**src/rtl/mesm6_ifetch_pkg.sv**
```systemverilog
// Shared types and helpers for the MESM-6 instruction fetch unit.
// Covers the FSM state encoding, index/tag width helpers and half-word selection.
package mesm6_ifetch_pkg;

    typedef enum logic [1:0] {
        IDLE     = 2'd0,
        DEMAND   = 2'd1,
        PREFETCH = 2'd2
    } state_t;

    // Widest instruction word the half-word selector accepts.
    localparam int MAX_WORD_W = 128;
    localparam int MAX_HALF_W = MAX_WORD_W / 2;

    function automatic int idx_width(input int depth);
        return $clog2(depth);
    endfunction

    function automatic int tag_width(input int addr_w, input int depth);
        return addr_w - $clog2(depth);
    endfunction

    // lo=0 picks the upper half of the word, lo=1 the lower half.
    function automatic logic [MAX_HALF_W-1:0] half_select(input logic [MAX_WORD_W-1:0] word,
                                                          input int half_w,
                                                          input logic lo);
        logic [MAX_WORD_W-1:0] mask;
        logic [MAX_WORD_W-1:0] sel;
        mask = ~({MAX_WORD_W{1'b1}} << half_w);
        sel  = lo ? word : (word >> half_w);
        return MAX_HALF_W'(sel & mask);
    endfunction

endpackage

```
**src/rtl/mesm6_ifetch_store.sv**
```systemverilog
// Direct-mapped line store: data/tag/valid arrays with one synchronous write port
// and combinational read ports. The second read port exists only with MESM6_IFETCH_PREFETCH_EN.
module mesm6_ifetch_store #(
    parameter int DEPTH  = 4,
    parameter int IDX_W  = 2,
    parameter int TAG_W  = 13,
    parameter int WORD_W = 48
) (
    input  logic              clk,
    input  logic              clear,
    input  logic              wr_en,
    input  logic [IDX_W-1:0]  wr_idx,
    input  logic [TAG_W-1:0]  wr_tag,
    input  logic [WORD_W-1:0] wr_data,
    input  logic [IDX_W-1:0]  rd_idx,
    output logic [WORD_W-1:0] rd_data,
    output logic [TAG_W-1:0]  rd_tag,
    output logic              rd_valid
`ifdef MESM6_IFETCH_PREFETCH_EN
    ,
    input  logic [IDX_W-1:0]  nx_idx,
    output logic [TAG_W-1:0]  nx_tag,
    output logic              nx_valid
`endif
);

    logic [WORD_W-1:0] data [DEPTH];
    logic [TAG_W-1:0]  tag  [DEPTH];
    logic [DEPTH-1:0]  valid;

    // Clear dominates a same-edge write so flushed fetch data never becomes visible.
    always_ff @(posedge clk) begin
        if (clear) begin
            valid <= '0;
        end else if (wr_en) begin
            valid[wr_idx] <= 1'b1;
        end
    end

    always_ff @(posedge clk) begin
        if (wr_en) begin
            data[wr_idx] <= wr_data;
            tag[wr_idx]  <= wr_tag;
        end
    end

    assign rd_data  = data[rd_idx];
    assign rd_tag   = tag[rd_idx];
    assign rd_valid = valid[rd_idx];

`ifdef MESM6_IFETCH_PREFETCH_EN
    assign nx_tag   = tag[nx_idx];
    assign nx_valid = valid[nx_idx];
`endif

endmodule

```
**src/rtl/mesm6_ifetch.sv**
```systemverilog
// MESM-6 instruction fetch: direct-mapped word cache with demand fill and,
// when MESM6_IFETCH_PREFETCH_EN is defined, sequential next-word prefetch.
module mesm6_ifetch
    import mesm6_ifetch_pkg::*;
#(
    parameter int DEPTH  = 4,
    parameter int ADDR_W = 15,
    parameter int WORD_W = 48
) (
    input  logic                clk,
    input  logic                reset,
    input  logic [ADDR_W:0]     pc,
    input  logic                req,
    input  logic                flush,
    output logic                op_valid,
    output logic [WORD_W/2-1:0] opcode,
    output logic                ibus_fetch,
    output logic [ADDR_W-1:0]   ibus_addr,
    input  logic [WORD_W-1:0]   ibus_input,
    input  logic                ibus_done
);

    localparam int IDX_W  = idx_width(DEPTH);
    localparam int TAG_W  = tag_width(ADDR_W, DEPTH);
    localparam int HALF_W = WORD_W / 2;

    state_t            state;
    state_t            state_nxt;
    logic [ADDR_W-1:0] addr_nxt;
    logic              discard;
    logic              discard_nxt;
    logic              wr_en;

    logic [ADDR_W-1:0]     word;
    logic [WORD_W-1:0]     rd_data;
    logic [TAG_W-1:0]      rd_tag;
    logic                  rd_valid;
    logic                  hit;
    logic                  want_prefetch;
    logic [MAX_HALF_W-1:0] half;

    assign word = pc[ADDR_W:1];

`ifdef MESM6_IFETCH_PREFETCH_EN
    logic [ADDR_W-1:0] nx_word;
    logic [TAG_W-1:0]  nx_tag;
    logic              nx_valid;
    logic              nx_hit;

    // Natural ADDR_W-bit overflow gives the wrap from the last word to word 0.
    assign nx_word       = word + ADDR_W'(1);
    assign nx_hit        = nx_valid && (nx_tag == nx_word[ADDR_W-1:IDX_W]);
    assign want_prefetch = req && hit && !nx_hit;
`else
    assign want_prefetch = 1'b0;
`endif

    mesm6_ifetch_store #(
        .DEPTH  (DEPTH),
        .IDX_W  (IDX_W),
        .TAG_W  (TAG_W),
        .WORD_W (WORD_W)
    ) u_store (
        .clk      (clk),
        .clear    (reset | flush),
        .wr_en    (wr_en),
        .wr_idx   (ibus_addr[IDX_W-1:0]),
        .wr_tag   (ibus_addr[ADDR_W-1:IDX_W]),
        .wr_data  (ibus_input),
        .rd_idx   (word[IDX_W-1:0]),
        .rd_data  (rd_data),
        .rd_tag   (rd_tag),
        .rd_valid (rd_valid)
`ifdef MESM6_IFETCH_PREFETCH_EN
        ,
        .nx_idx   (nx_word[IDX_W-1:0]),
        .nx_tag   (nx_tag),
        .nx_valid (nx_valid)
`endif
    );

    assign hit        = rd_valid && (rd_tag == word[ADDR_W-1:IDX_W]);
    assign op_valid   = req && hit;
    assign half       = half_select(MAX_WORD_W'(rd_data), HALF_W, pc[0]);
    assign opcode     = half[HALF_W-1:0];
    assign ibus_fetch = (state != IDLE);

    always_ff @(posedge clk) begin
        if (reset) begin
            state     <= IDLE;
            ibus_addr <= '0;
            discard   <= 1'b0;
        end else begin
            state     <= state_nxt;
            ibus_addr <= addr_nxt;
            discard   <= discard_nxt;
        end
    end

    always_comb begin
        state_nxt   = state;
        addr_nxt    = ibus_addr;
        discard_nxt = discard;
        wr_en       = 1'b0;
        case (state)
            IDLE: begin
                discard_nxt = 1'b0;
                if (req && !hit) begin
                    addr_nxt  = word;
                    state_nxt = DEMAND;
                end else if (want_prefetch) begin
`ifdef MESM6_IFETCH_PREFETCH_EN
                    addr_nxt  = nx_word;
                    state_nxt = PREFETCH;
`endif
                end
            end
            default: begin
                // A flush seen at any point of the bus cycle poisons its returned data.
                if (flush) begin
                    discard_nxt = 1'b1;
                end
                if (ibus_done) begin
                    wr_en     = !discard && !flush;
                    state_nxt = IDLE;
                end
            end
        endcase
    end

endmodule

```
**config.mk**
```make
export PLATFORM = sky130hd
export DESIGN_NAME = mesm6_ifetch
export DESIGN_NICKNAME = d
export VERILOG_FILES = /design/src/rtl/mesm6_ifetch_pkg.sv /design/src/rtl/mesm6_ifetch_store.sv /design/src/rtl/mesm6_ifetch.sv
export SDC_FILE = /design/constraint.sdc
export NUM_CORES = 1
export LEC_CHECK = 0
export ABC_AREA = 1
export ABC_CLOCK_PERIOD_IN_PS = 14450
export BUFFER_PORTS_ARGS = -buffer_cell sky130_fd_sc_hd__buf_4
export CAP_MARGIN = 20
export CORE_MARGIN = 5
export CORE_UTILIZATION = 55
export CTS_BUF_LIST = sky130_fd_sc_hd__clkbuf_16
export DETAILED_ROUTE_END_ITERATION = 7
export HOLD_SLACK_MARGIN = 0.02
export MAX_ROUTING_LAYER = met4
export PLACE_DENSITY = 0.84
export SLEW_MARGIN = 20
export SYNTH_ARGS = -nofsm -noshare
export SYNTH_HDL_FRONTEND = slang
export SYNTH_SLANG_ARGS = --single-unit
```
**constraint.sdc**
```tcl
create_clock -name clk -period 14.45 [get_ports clk]
set_clock_uncertainty 0.2 [all_clocks]
set_input_delay 1.445 -clock clk [delete_from_list [all_inputs] [get_ports clk]]
set_output_delay 1.445 -clock clk [all_outputs]
set_load 0.005 [all_outputs]
```
## Yosys cells after proc, flatten, opt, wreduce, memory -nomap -nowiden

Memory sizes are Yosys's and may differ from the RTL's.
Cells that the tools add are included.

| operators by class | value |
|---|---|
| reductions and logical operators | 14 |
| magnitude comparators | 3 |
| eq/ne operators | 2 |
| bitwise gates (word level) | 2 |
| multiplexer cells | 12 |

Operator list:

| operator | number |
|---|---|
| $mux 24 | 1 |
| $eq 13x13->1 | 1 |
| $lt 2x3->1 const B | 2 |
| $mux 1 | 6 |
| $mux 2 | 3 |
| $logic_and 1x1->1 | 5 |
| $or 4x4->4 | 1 |
| $reduce_and 2->1 | 2 |
| $reduce_bool 2->1 | 2 |
| $logic_not 1->1 | 3 |
| $bmux 1 s2 | 1 |
| $demux 1 s2 | 1 |
| $ge 2x1->1 const B | 1 |
| $logic_not 2->1 | 1 |
| $ne 2x2->1 const B | 1 |
| $reduce_or 2->1 | 1 |
| $or 1x1->1 | 1 |

| word-level totals | value |
|---|---|
| input bits | 69 |
| memories | 2 |
| register bits | 22 |
| bits in writable memories | 244 |
| word-level logic and storage cells | 39 |

Memories:

| memory | words | bits a word | read ports | clocked after memory_dff | wr ports | RTL line | text |
|---|---|---|---|---|---|---|---|
| u_store.data | 4 | 48 | 1 | 0 | 1 | mesm6_ifetch_store.sv:27 | `logic [WORD_W-1:0] data [DEPTH];` |
| u_store.tag | 4 | 13 | 1 | 0 | 1 | mesm6_ifetch_store.sv:28 | `logic [TAG_W-1:0] tag [DEPTH];` |

## Logic depth before layout (Yosys ltp)

| depth | value |
|---|---|
| word-level depth | 7 |
| gate-level depth with buffers | 16 |
| depth with buffers taken out | 13 |

## By module

A second synthesis with hierarchy kept.

| unflattened totals | value |
|---|---|
| cells, all modules | 1188 |
| area, all modules | 11736.3 um^2 |

By module, submodules not included:

| module | sequential area each (um^2) | instances | area each (um^2) | cells each |
|---|---|---|---|---|
| mesm6_ifetch_store | 7407.1 | 1 | 10445.0 | 987 |
| mesm6_ifetch | 340.3 | 1 | 1291.2 | 201 |

## Worst setup path after synthesis

Ideal clock, no wire load.

| path | value |
|---|---|
| kind | input port to flip-flop |
| start point | input port flush |
| end point | memory u_store.data[2][0], enable pin |
| buffers on the path | 0 |
| cell stages on the path | 3 |
| required time | 13.692 ns |
| arrival time | 5.894 ns |
| slack | 7.798 ns |
| setup time | 0.558 ns |
| cells stage by stage | nor2_1 -> nand3_1 -> nor3_1 |

| between the ends | value |
|---|---|
| word-level cells in the longest chain between the ends | 6 |

RTL lines:

| what | RTL line | text |
|---|---|---|
| start: declaration | mesm6_ifetch.sv:14 | `input logic flush,` |
| $logic_not 1->1 | mesm6_ifetch.sv:124 | `wr_en = !discard && !flush;` |
| $logic_and 1x1->1 | mesm6_ifetch.sv:124 |  |
| $mux 1 | mesm6_ifetch.sv:123 | `if (ibus_done) begin` |
| $mux 1 | mesm6_ifetch.sv:105 | `case (state)` |
| $mux 1 | mesm6_ifetch_store.sv:41 | `if (wr_en) begin` |
| $mux 1 (not written as such) | mesm6_ifetch_store.sv:42 | `data[wr_idx] <= wr_data;` |
| end: declaration | mesm6_ifetch_store.sv:27 |  |

No other way between the ends.

## Worst setup path after layout

| path | value |
|---|---|
| start point | input port pc[1] |
| end point | output port op_valid |

| between the ends | value |
|---|---|
| word-level cells in the longest chain between the ends | 4 |
| elaborated cells on any way between the ends | 6 |

RTL lines:

| what | RTL line | text |
|---|---|---|
| start: declaration | mesm6_ifetch.sv:12 | `input logic [ADDR_W:0] pc,` |
| $mem_v2 4x13 / $bmux 1 s2 (equally long branches) | n/a |  |
| $eq 13x13->1 / $mux 1 (equally long branches) | mesm6_ifetch.sv:82, mesm6_ifetch_store.sv:49 |  |
| $logic_and 1x1->1 (*) | mesm6_ifetch.sv:82 | `assign hit = rd_valid && (rd_tag == word[ADDR_W-1:IDX_W]);` |
| $logic_and 1x1->1 (*) | mesm6_ifetch.sv:83 | `assign op_valid = req && hit;` |
| end: declaration | mesm6_ifetch.sv:15 | `output logic op_valid,` |

Every way passes the cells marked *; elsewhere a longest branch is shown, timed or not. The select of a mux whose other input is x is not followed.

==> metrics.md <==
| Metric | Value |
|---|---|
| Yosys Warn Count | 0 |
| Max_cap viols | 0 |
| Drt initial violations | slightly above 600 |
| Flops & latches, synth | around 270 |
| Sequential share of the synthesized area | 0.735 |
| DRC Markers | 0 |
| Area leader, netlist | edfxtp_1 |
| Synth top area share | 0.695 |
| Count of cell types in the netlist | 25 |
| Number of buffers added on ports | about 110 |
| Number of synthesized flops with an enable pin | around 240 |
| Via count | roughly 7000 |
| WL per Instance | between 15 and 20 um |
| Power Total | around 0.0016 W |
| Period Utilization, post-route | 0.374 |
| DR pass1 iterations | 5 |
| Commonest non-fill, non-tap cell in the layout | edfxtp_1 |
| DP Wirelength | ~13000 um |
| Worst VDD drop | 0.0963 mV |
| Crit path kind | input pin to primary output |
| Largest net degree at the start of global routing | approximately 120 |
| Mapped Cells | ~890 |
| Largest fanout on the critical path | 66 |
| Max Freq | 185 MHz |
| CTS Hold Bufs | 0 |
| Cell row count | 50 |
| Post-CTS setup buffers | 0 |
| Via density | 5.70 |
| Clk sink count | 265 |
| Netlist area before placement | 10500 um^2 |
| Routed Antenna Nets | 0 |
| Slew margin rel. | 0.357 |
| Die Y | ~150 um |
| Crit end category | primary output |
| Syn_nets | 957 |
| Clk Latency, worst-skew pair | between 0.5 and 0.6 ns |
| Die width | ~150 um |
| Starting density of the core | 0.562 |
| DIE AREA | 22000 um^2 |
| Vias in the first global route | around 6800 |
| Final hold viol count | 0 |
| Total leakage power | 4.47 nW |
| Outcome | complete, no violations |
| Layout net count | 1049 |
| Total grt overflow | 0 |
| Initial antenna violation count | 2 |
| Global-route wire length before repair | 34900 um |
| Num CTS Buffers | 26 |
| Fraction of layout cells with a size suffix above 1 | 0.161 |
| Worst-margin pin slew | 0.964 ns |
| Hold depth | 2 |
| Most frequent cells in the layout | 244 x edfxtp_1, 197 x nor2_1, 115 x buf_4 |
| H-tree Lvls | 1 |
| Clock transition at path regs | 0.06 ns |
| Pwr dens | between 100 and 150 nW/um^2 |
| Endpoints failing setup | 0 |
| Syn Area/Cell | 11.9 um^2 |
| Setup TNS | 0 ns |
| HP Class | register to register |
| Reg2reg path depth | 4 |
| Root buffer cell | clkbuf_16 |
| Clk buf depth | 3 |
| Worst EP arrival | between 3 and 4 ns |
| Main synth FF type | edfxtp_1 |
| Final WL | 22600 um |
| Core Region | around 19000 um^2 |
| Critical Path Start Type | input pin |
| Fin. max-slew vios | 0 |
| CP required | 12.81 ns |
| Largest cells by area after synthesis | edfxtp_1 69%, nor2_1 7.0%, o21ai_0 4.6% |
| Min cycle time layout | around 5.4 ns |
| IO Count | 110 |
| GRT Total Usage | 0.207 |
| CTS tree | built |
| Asr flop ratio synth | 0 |
| Area delta synth->final | 16.2% |
| GPL Wtd Cong | approximately 0.88 |
| CTS resizes | 0 |
| RSZ-0062 raised after global routing | false |
-- layout make-up --
cell class | instances | area [um^2]
flip-flops and latches | 265 | 7750
fillers | 1326 | 6520
multi-input cells | 545 | 2450
repair buffers | 116 | 878
clock buffers | 27 | 676
well taps | 234 | 293
inverters | 26 | 105
clock inverters | 16 | 97.6
diodes | 2 | 5.00
-- cells in the mapped netlist, types with 2 or more instances --
cell type	instances
nand2_1	114
inv_1	23
o22ai_1	24
xor2_1	2
a21oi_1	18
buf_1	3
o21ba_2	2
buf_4	5
nor2_1	198
o211ai_1	2
o21ai_0	97
clkbuf_1	30
buf_2	8
nor3_1	5
inv_4	2
a31oi_1	24
edfxtp_1	244
dfxtp_1	21
nand3_1	54
buf_6	6
nand4_1	2
-- metrics by stage --
stage	worst slack (ns)	cells	area (um^2)	hold WS, ns	utilization
after floorplan	7.80	888	10500	0.232	-
after global placement	9.08	1185	11500	0.242	0.610
after detailed placement	9.03	1186	11500	0.258	0.611
after CTS	8.97	1229	12200	0.273	0.652
after global routing	8.85	1231	12300	0.292	0.653
final	9.04	1231	12300	0.269	0.653
-- layer usage --
layer  vias up  part of all wire  GRT usage
met1      3384              0.39      0.251
met3        40             0.079     0.0414
li1       3323                 -          -
met2       271              0.51      0.351
met5         -                 0          -
met4         0             0.020     0.0684
-- path summary, 6_finish.rpt --
check	startpoint	end	slack [ns]
hold reg to reg	u_store.valid[3]	u_store.valid[3]	0.27
setup reg to reg	discard	u_store.data[0][33]	12.25
hold / removal	u_store.valid[3]	u_store.valid[3]	0.27
setup / recovery	pc[1]	op_valid	9.04
-- power by group --
group          total [W]  internal, W  switching (W)
clock network   0.000604     0.000337       0.000267
registers       0.000856     0.000849     0.00000743
logic           0.000114    0.0000461      0.0000682
total            0.00158      0.00123       0.000343
-- registers in the layout, summed over array words and instances (netlist names) --
register,flops
u_store.data,192
u_store.tag,52
ibus_addr,15
u_store.valid,4
discard,1
state,1
-- logic make-up (layout without fill, tap and decap cells) --
logic type	Yosys count	after routing	synth area share
AO/OA/AOI/OAI	167	167	0.0864
XOR/XNOR	2	2	0.00166
buffers and inverters	78	185	0.0352
flip-flops	265	265	0.735
other	0	2	0
AND/OR/NAND/NOR	376	376	0.142
-- worst max-delay path, cell delays in order --
cell and delay (ns):
buf_4 0.52, buf_4 0.68, nand2_1 0.12, nand3_1 0.14, nand2_1 0.08, nand2_1 0.07, nand2_1 0.09, nor2_1 0.11
nand4_1 0.09, nor3_1 0.24, buf_4 0.16
(Power assumes the default switching activity.)
